==> config.mk <==
export PLATFORM = sky130hd
export DESIGN_NAME = dot_product_stream
export DESIGN_NICKNAME = d
export VERILOG_FILES = /design/src/rtl/dot_product_pkg.sv /design/src/rtl/dot_product_stream_mac.sv /design/src/rtl/dot_product_stream.sv
export SDC_FILE = /design/constraint.sdc
export NUM_CORES = 2
export LEC_CHECK = 0
export BUFFER_PORTS_ARGS = -buffer_cell sky130_fd_sc_hd__buf_4
export CAP_MARGIN = 10
export CORE_ASPECT_RATIO = 0.7
export CORE_MARGIN = 1.5
export CORE_UTILIZATION = 35
export CTS_BUF_LIST = sky130_fd_sc_hd__clkbuf_2 sky130_fd_sc_hd__clkbuf_4 sky130_fd_sc_hd__clkbuf_8
export CTS_CLUSTER_DIAMETER = 50
export DETAILED_ROUTE_END_ITERATION = 8
export GPL_TIMING_DRIVEN = 0
export SKIP_LAST_GASP = 1
export SLEW_MARGIN = 20
export SYNTH_ARGS = -nofsm -noshare
export SYNTH_HDL_FRONTEND = slang
export SYNTH_SLANG_ARGS = --single-unit
==> constraint.sdc <==
create_clock -name ap_clk -period 25.6 [get_ports ap_clk]
set_clock_uncertainty 0.2 [all_clocks]
set_input_delay 5.12 -clock ap_clk [delete_from_list [all_inputs] [get_ports ap_clk]]
set_output_delay 5.12 -clock ap_clk [all_outputs]
set_load 0.05 [all_outputs]
==> src/rtl/dot_product_pkg.sv <==
// Shared constants and the result-narrowing helper for the streaming dot-product operator.
package dot_product_pkg;

  localparam logic [1:0] ACCUM = 2'd0;
  localparam logic [1:0] DRAIN = 2'd1;
  localparam logic [1:0] EMIT  = 2'd2;

  localparam int MAX_ACC_W = 128;
  localparam int MAX_OUT_W = 64;

  // Returns {ovf, result}; only the low out_w bits of result are meaningful.
  function automatic logic [MAX_OUT_W:0] sat_trunc(input logic signed [MAX_ACC_W-1:0] acc,
                                                   input int unsigned out_w,
                                                   input logic sat_en);
    logic signed [MAX_ACC_W-1:0] max_v;
    logic signed [MAX_ACC_W-1:0] min_v;
    logic [MAX_OUT_W-1:0]        res;
    logic                        ovf;
    max_v = (MAX_ACC_W'(1) << (out_w - 1)) - MAX_ACC_W'(1);
    min_v = ~max_v;
    ovf   = (acc > max_v) || (acc < min_v);
    res   = acc[MAX_OUT_W-1:0];
    if (sat_en && ovf) begin
      res = (acc > max_v) ? max_v[MAX_OUT_W-1:0] : min_v[MAX_OUT_W-1:0];
    end
    return {ovf, res};
  endfunction

endpackage

==> src/rtl/dot_product_stream_mac.sv <==
// Registered signed multiply followed by a sign-extending accumulator with clear.
module dot_mac_stage #(
  parameter int DATA_W = 32,
  parameter int ACC_W  = 72
) (
  input  logic              clk,
  input  logic              rst,
  input  logic              clear,
  input  logic              in_fire,
  input  logic [DATA_W-1:0] a,
  input  logic [DATA_W-1:0] b,
  output logic [ACC_W-1:0]  acc,
  output logic              prod_v
);

  logic signed [2*DATA_W-1:0] prod_q, prod_d;
  logic                       prod_v_q, prod_v_d;
  logic signed [ACC_W-1:0]    acc_q, acc_d;

  always_comb begin
    prod_d   = prod_q;
    prod_v_d = in_fire;
    acc_d    = acc_q + (prod_v_q ? ACC_W'(prod_q) : '0);
    if (in_fire) begin
      prod_d = (2*DATA_W)'($signed(a)) * (2*DATA_W)'($signed(b));
    end
    // Clear only happens on the exit cycle, when no product can be in flight.
    if (clear) begin
      acc_d    = '0;
      prod_v_d = 1'b0;
    end
  end

  always_ff @(posedge clk) begin
    if (rst) begin
      prod_q   <= '0;
      prod_v_q <= 1'b0;
      acc_q    <= '0;
    end else begin
      prod_q   <= prod_d;
      prod_v_q <= prod_v_d;
      acc_q    <= acc_d;
    end
  end

  assign acc    = acc_q;
  assign prod_v = prod_v_q;

endmodule

==> src/rtl/dot_product_stream.sv <==
// Joins two signed element streams, accumulates VEC_LEN products and hands the
// narrowed result plus a {ovf, seq} status word to two independent output handshakes.
module dot_product_stream
  import dot_product_pkg::*;
#(
  parameter int DATA_W  = 32,
  parameter int OUT_W   = 32,
  parameter int VEC_LEN = 3,
  parameter int ACC_W   = 72,
  parameter bit SAT_EN  = 1'b1
) (
  input  logic              ap_clk,
  input  logic              ap_rst,
  input  logic              ap_start,
  output logic              ap_idle,
  output logic              ap_done,
  output logic              ap_ready,
  input  logic [DATA_W-1:0] Input_1_V_V,
  input  logic              Input_1_V_V_ap_vld,
  output logic              Input_1_V_V_ap_ack,
  input  logic [DATA_W-1:0] Input_2_V_V,
  input  logic              Input_2_V_V_ap_vld,
  output logic              Input_2_V_V_ap_ack,
  output logic [OUT_W-1:0]  Output_1_V_V,
  output logic              Output_1_V_V_ap_vld,
  input  logic              Output_1_V_V_ap_ack,
  output logic [OUT_W-1:0]  Output_2_V_V,
  output logic              Output_2_V_V_ap_vld,
  input  logic              Output_2_V_V_ap_ack
);

  localparam int               CNT_W    = $clog2(VEC_LEN + 1);
  localparam logic [CNT_W-1:0] LAST_IDX = CNT_W'(VEC_LEN - 1);

  if (ACC_W < 2*DATA_W + $clog2(VEC_LEN)) begin : g_bad_acc_w
    $error("dot_product_stream: ACC_W too narrow for DATA_W/VEC_LEN");
  end
  if (VEC_LEN < 1 || ACC_W > MAX_ACC_W || OUT_W > MAX_OUT_W || OUT_W < 2) begin : g_bad_params
    $error("dot_product_stream: unsupported VEC_LEN/ACC_W/OUT_W");
  end

  logic [1:0]       state_q, state_d;
  logic [CNT_W-1:0] count_q, count_d;
  logic [OUT_W-2:0] seq_q, seq_d;
  logic             o1_vld_q, o1_vld_d;
  logic             o2_vld_q, o2_vld_d;

  logic                        in_fire;
  logic                        o1_done;
  logic                        o2_done;
  logic                        emit_exit;
  logic                        prod_v;
  logic [ACC_W-1:0]            acc;
  logic signed [MAX_ACC_W-1:0] acc_ext;
  logic [MAX_OUT_W:0]          sat_word;
  logic                        unused_sat_hi;

  assign in_fire   = (state_q == ACCUM) & ap_start & Input_1_V_V_ap_vld
                   & Input_2_V_V_ap_vld & ~ap_rst;
  assign o1_done   = ~o1_vld_q | Output_1_V_V_ap_ack;
  assign o2_done   = ~o2_vld_q | Output_2_V_V_ap_ack;
  assign emit_exit = (state_q == EMIT) & o1_done & o2_done & ~ap_rst;

  always_comb begin
    state_d  = state_q;
    count_d  = count_q;
    seq_d    = seq_q;
    o1_vld_d = o1_vld_q;
    o2_vld_d = o2_vld_q;
    case (state_q)
      ACCUM: begin
        if (in_fire) begin
          count_d = count_q + CNT_W'(1);
          if (count_q == LAST_IDX) state_d = DRAIN;
        end
      end
      DRAIN: begin
        state_d  = EMIT;
        o1_vld_d = 1'b1;
        o2_vld_d = 1'b1;
      end
      EMIT: begin
        if (o1_vld_q && Output_1_V_V_ap_ack) o1_vld_d = 1'b0;
        if (o2_vld_q && Output_2_V_V_ap_ack) o2_vld_d = 1'b0;
        if (emit_exit) begin
          state_d = ACCUM;
          count_d = '0;
          seq_d   = seq_q + 1'b1;
        end
      end
      default: state_d = ACCUM;
    endcase
  end

  always_ff @(posedge ap_clk) begin
    if (ap_rst) begin
      state_q  <= ACCUM;
      count_q  <= '0;
      seq_q    <= '0;
      o1_vld_q <= 1'b0;
      o2_vld_q <= 1'b0;
    end else begin
      state_q  <= state_d;
      count_q  <= count_d;
      seq_q    <= seq_d;
      o1_vld_q <= o1_vld_d;
      o2_vld_q <= o2_vld_d;
    end
  end

  dot_mac_stage #(
    .DATA_W (DATA_W),
    .ACC_W  (ACC_W)
  ) u_mac (
    .clk     (ap_clk),
    .rst     (ap_rst),
    .clear   (emit_exit),
    .in_fire (in_fire),
    .a       (Input_1_V_V),
    .b       (Input_2_V_V),
    .acc     (acc),
    .prod_v  (prod_v)
  );

  // The accumulator is frozen throughout EMIT, so the narrowed result stays stable without a register.
  assign acc_ext       = MAX_ACC_W'($signed(acc));
  assign sat_word      = sat_trunc(acc_ext, OUT_W, SAT_EN);
  assign unused_sat_hi = ^sat_word;

  assign Output_1_V_V        = sat_word[OUT_W-1:0];
  assign Output_2_V_V        = {sat_word[MAX_OUT_W], seq_q};
  assign Output_1_V_V_ap_vld = o1_vld_q;
  assign Output_2_V_V_ap_vld = o2_vld_q;
  assign Input_1_V_V_ap_ack  = in_fire;
  assign Input_2_V_V_ap_ack  = in_fire;
  assign ap_done             = emit_exit;
  assign ap_ready            = emit_exit;
  assign ap_idle             = (state_q == ACCUM) & (count_q == '0) & ~prod_v;

endmodule

# --- Word level (Yosys, flattened, before mapping) ---
# Index checks and enable logic that the tools add are counted.
classes:
  n_reduce_logical: 13
  n_addsub: 3
  bitwise_logic: 15
  n_eq_ne: 8
  n_mux: 13
  n_lt_le_gt_ge: 2
  n_mul: 1
ops:
  columns: ["operator", "count"]
  rows:
  - ["$add A72 B72 Y72", 1]
  - ["$gt A72 B32 Y1 const B", 1]
  - ["$lt A72 B32 Y1 const B", 1]
  - ["$mux W72", 1]
  - ["$mul A32 B32 Y64", 1]
  - ["$mux W32", 2]
  - ["$add A31 B1 Y31 const B", 1]
  - ["$and A1 B1 Y1", 9]
  - ["$mux W2", 4]
  - ["$ne A2 B1 Y1 const B", 4]
  - ["$pmux W2 S3", 1]
  - ["$reduce_and A2 Y1", 3]
  - ["$reduce_and A3 Y1", 2]
  - ["$eq A2 B2 Y1 const B", 2]
  - ["$logic_not A2 Y1", 2]
  - ["$not A1 Y1", 4]
  - ["$pmux W1 S2", 2]
  - ["$pmux W2 S2", 1]
  - ["$reduce_bool A2 Y1", 2]
  - ["$add A2 B1 Y2 const B", 1]
  - ["$eq A2 B1 Y1 const B", 1]
  - ["$logic_and A1 B1 Y1", 2]
  - ["$mux W1", 2]
  - ["$ne A2 B2 Y1 const B", 1]
  - ["other kinds (3)", 4]
word_totals:
  word_cells: 63
  in_bits: 71
  reg_bits: 174
  out_inout_bits: 71

# --- Logic depth before layout (Yosys ltp) ---
depth:
  word_depth: 7
  depth_mapped: 29

# --- Cells and area by module ---
# Synthesis repeated with hierarchy kept, for this count alone.
unflattened:
  hier_cells: 5312
  area_unflattened_um2: 47654.5
modules_own_cells:
  columns: ["module", "seq_area_each_um2", "instances", "area_each_um2", "cells_per_inst"]
  rows:
  - ["dot_mac_stage", 2742.6, 1, 45207.1, 5021]
  - ["dot_product_stream", 740.7, 1, 2447.3, 291]

# --- Least setup slack after synthesis ---
# No wires, ideal clock.
synth_timing:
  path_kind: "input to register"
  startpoint: "input Input_1_V_V[31]"
  endpoint: "register u_mac.prod_q[61]"
  setup_ps: 132
  n_path_buf: 1
  t_required_ps: 25268
  path_slack_ps: 12861
  path_stages: 23
  arrival_ps: 12407
  path_cell_list: "clkbuf_1 -> and2_1 -> fa_1 -> inv_1 -> fa_1 -> inv_1 -> fa_1 -> fa_1 -> inv_1 -> fa_1 -> inv_1 -> fa_1 -> fa_1 -> fa_1 -> ha_1 -> and3_1 -> nand2_1 -> or4_1 -> o2111ai_1 -> o211ai_1 -> o21ai_0 -> xnor2_1 -> o21ai_0"
synth_between:
  elab_chain_len: 1
synth_rtl:
  columns: ["element", "line_no", "rtl"]
  rows:
  - ["start, declared", "dot_product_stream.sv:18", "input logic [DATA_W-1:0] Input_1_V_V,"]
  - ["$mul A32 B32 Y64", "dot_product_stream_mac.sv:25", "prod_d = (2*DATA_W)'($signed(a)) * (2*DATA_W)'($signed(b));"]
  - ["end signal, assigned", "dot_product_stream_mac.sv:40", "prod_q <= prod_d;"]
  - ["end, declared", "dot_product_stream_mac.sv:16", "logic signed [2*DATA_W-1:0] prod_q, prod_d;"]
# Every way passes these cells.
# A chain may end at the register's enable or synchronous reset.

# --- Worst setup path after layout ---
layout_timing:
  startpoint: "input Input_2_V_V[6]"
  endpoint: "register u_mac.prod_q[61]"
layout_between:
  elab_chain_len: 1
layout_rtl:
  columns: ["element", "line_no", "rtl"]
  rows:
  - ["start, declared", "dot_product_stream.sv:21", "input logic [DATA_W-1:0] Input_2_V_V,"]
  - ["$mul A32 B32 Y64", "dot_product_stream_mac.sv:25", null]
# Every way passes these cells.

==> summary.md <==
| Metric | Value |
|---|---|
| Total GRT Usage | 25.9% |
| Drt first pass iters | 6 |
| Register-to-Register Setup Slack | 19.97 ns |
| Slew Limit Fails | 0 |
| Crit share post-route | 57.6% |
| Die height | 310 um |
| Hold endpoint | u_mac.prod_q[0] |
| DP HPWL | 150,000 um |
| Clock Tree Buf Depth | 2 |
| Post-synth ARST share | 0% |
| Core Util, Final | 38.1% |
| Pin count of the biggest net entering global routing | 21 |
| DRC Markers | 0 |
| Post-synthesis adder-cell area fraction | 52.8% |
| Post-Syn Area | 47,200 um^2 |
| Cell Rows | 112 |
| Status | finished, final reports clean |
| Clk slew on worst S/H paths | 0.11 ns |
| Initial Utilization | 35.3% |
| Post-CTS Setup Bufs | 0 |
| Syn nets | 6,729 |
| Synth Register Bits | 174 |
| Hold_sp | u_mac.prod_q[0] |
| Initial drt markers | 4,013 |
| Sequential fraction of the synthesis area | 7.39% |
| CP arrival | 14.94 ns |
| Hold depth | 2 |
| R2R cell count | 14 |
| Fin. Hold Viols | 0 |
| ANT nets after route | 0 |
| Clock Sinks | 174 |
| Setup crit start kind | input pin |
| Fin nets | 6,892 |
| Core Footprint | 134,000 um^2 |
| HP Class | reg2reg |
| CTS resizes | 0 |
| Vias/cell | 5.27 |
| Number of flops mapped to enable cells by yosys | 0 |
| Post-Synth XOR/XNOR Area | 2.75% |
| Initial antenna violation count | 30 |
| Synth Area in Compound Gates | 7.77% |
| I/O pins | 142 |
| # fillers | 13,700 |
| Most common cell after layout, fill and taps aside | fa_1 |
| CTS Buf Count | 17 |
| Drt wl/cell | 24.3 um |
| DIE WIDTH | 442 um |
| FF-to-FF End | u_mac.acc[50] |
| Share of layout cells above drive strength 1 | 3.97% |
| CP max FO | 10 |
| Vias in the first global route | 38,300 |
| Mean Syn Cell Area | 8.87 um^2 |
| Top FF cell, synth | dfxtp_1 |
| CP Capture Type | register |
| DR vias | 38,400 |
| CTS H-tree lvls | 4 |
| RSZ-0062 raised after global routing | false |
| Post-Synth Simple-Gate Area | 18.5% |
| Max Fclk | 67.8 MHz |
| # setup viols final | 0 |
| Slew margin rel. | 13.0% |
| RR Startpoint | u_mac.prod_v |
| Cells after synthesis | 5,317 |
| First-pass GRT wire length | 259,000 um |
| Max cap viols | 0 |
| Area of the die | 137,000 um^2 |
| Final GP Congestion | 1.03 |
| Worst Tran Pin Value | 1.31 ns |
| Cts hold-fix bufs | 0 |
| I/O Buffers | 141 |
| Total grt overflow | 0 |
| Highest-count cells in the layout ignoring fill and taps | fa_1, inv_1, nand2_1 |
| Clock period minus worst slack | 14.76 ns |
| Skew-Pair Late Insertion Delay | 0.51 ns |
| CP Data Required Time | 25.78 ns |
| P&R area growth vs syn | 7.94% |
| Kind of critical path | in2reg |
| Largest family of logic cells by synthesized area | adder cells |
| WL final | 177,000 um |
| Synthesis Warnings | 0 |
| Mux contribution to synthesized area | 0.109% |
| Clock root buffer | clkbuf_8 |
| Count of cell types in the netlist | 78 |
| TritonCTS clock tree | built |
| Post-Route Setup TNS | 0 ns |
[worst max-delay path: stages]
cell       delay [ns]
buf_4            0.16
clkbuf_1         0.96
nand2_1          0.21
inv_1            0.15
fa_1             0.42
inv_1            0.22
fa_1             0.57
fa_1             0.59
inv_1            0.07
fa_1             0.92
inv_1            0.45
fa_1             0.61
inv_1            0.06
fa_1             0.63
fa_1             0.47
fa_1             0.49
ha_1             0.45
and3_1           0.35
nand2_1          0.15
or4_1            0.57
o2111ai_1        0.38
o211ai_1         0.28
o21ai_0          0.28
xnor2_1          0.21
o21ai_0          0.11
[registers in the layout, indices dropped and copies added (netlist names)]
| signal | count |
|---|---|
| Output_1_V_V_ap_vld | 1 |
| u_mac.acc | 72 |
| u_mac.prod_q | 64 |
| count_q | 2 |
| seq_q | 31 |
| state_q | 2 |
| u_mac.prod_v | 1 |
| Output_2_V_V_ap_vld | 1 |
[cells in the mapped netlist, drive strengths merged (4+ instances only)]
cell type  count  area share [%]
o311ai         4           0.074
and3          19            0.25
nor3          38            0.40
or2            8            0.11
clkbuf       288             2.3
nor2         166             1.3
a221o          4           0.085
a221oi         7            0.14
a21o          85             1.4
a21boi         8            0.13
nor4          17            0.23
o211a          5            0.11
ha           258             6.8
inv         1038             8.3
o2111ai        4           0.074
dfxtp        174             7.4
o211ai        14            0.23
a2111oi        9            0.25
a211oi        13            0.22
a31o           5           0.093
and2         586             7.8
nand2b        15            0.20
o21ai        144             1.5
o21a          12            0.19
nand4         55            0.73
buf            8           0.085
o31a           5           0.093
nand2        665             5.3
a21oi        162             1.7
fa          1083              46
o21bai        33            0.53
mux2i          4           0.085
xnor2         84             1.6
nand3         99             1.1
xor2          64             1.2
o31ai         11            0.18
a31oi         11            0.16
nor2b         38            0.50
or3           19            0.25
and4           8            0.15
[cell families after synthesis]
kind of cell             Yosys count
buffers and inverters           1334
flip-flops                       174
multiplexers                       5
adder cells (fa/ha/maj)         1341
AO/OA/AOI/OAI                    566
AND/OR/NAND/NOR                 1749
XOR/XNOR                         148
[metrics by stage]
| stage | hold WS, ns | setup slack, ns | instance area (um^2) | instances |
|---|---|---|---|---|
| finish | 0.251 | 10.84 | 50900 | 7278 |
| global route | 0.288 | 10.56 | 50900 | 7264 |
| CTS | 0.252 | 11.10 | 50800 | 7259 |
| detailed placement | 0.240 | 10.55 | 50500 | 7227 |
| global placement | 0.237 | 10.56 | 50400 | 7225 |
| floorplan | 0.227 | 12.86 | 47200 | 5317 |
[cell type report]
| type | instances | area [um^2] | share of cell area (%) |
|---|---|---|---|
| well taps | 1767 | 2210 | 4.34 |
| multi-input cells | 3809 | 38700 | 76.0 |
| clock buffers | 19 | 255 | 0.501 |
| plain buffers | 296 | 1130 | 2.21 |
| flip-flops and latches | 174 | 3480 | 6.84 |
| diodes | 18 | 45.0 | 0.0885 |
| clock inverters | 13 | 129 | 0.253 |
| inverters | 1038 | 3900 | 7.65 |
| repair buffers | 144 | 1090 | 2.14 |
[routing by layer]
layer  wire length, um  GRT usage [%]
met4              5530           7.20
met5                92          0.311
met3             21600           8.42
met1             78300           37.8
met2             71600           36.3
[how the worst max path moves through the flow]
stage                     cells after the start               end             from  slack, ns
after floorplan                              23  u_mac.prod_q[61]  Input_1_V_V[31]      12.86
after global placement                       23  u_mac.prod_q[61]   Input_2_V_V[8]      10.56
after detailed placement                     25  u_mac.prod_q[61]   Input_2_V_V[5]      10.55
after CTS                                    25  u_mac.prod_q[61]   Input_2_V_V[5]      11.10
after global routing                         25  u_mac.prod_q[61]   Input_2_V_V[6]      10.56
final                                        25  u_mac.prod_q[61]   Input_2_V_V[6]      10.84
Power is left out: the tool's default activity adds up to more than one toggle a clock period on the data nets, which glitch-free logic cannot reach.
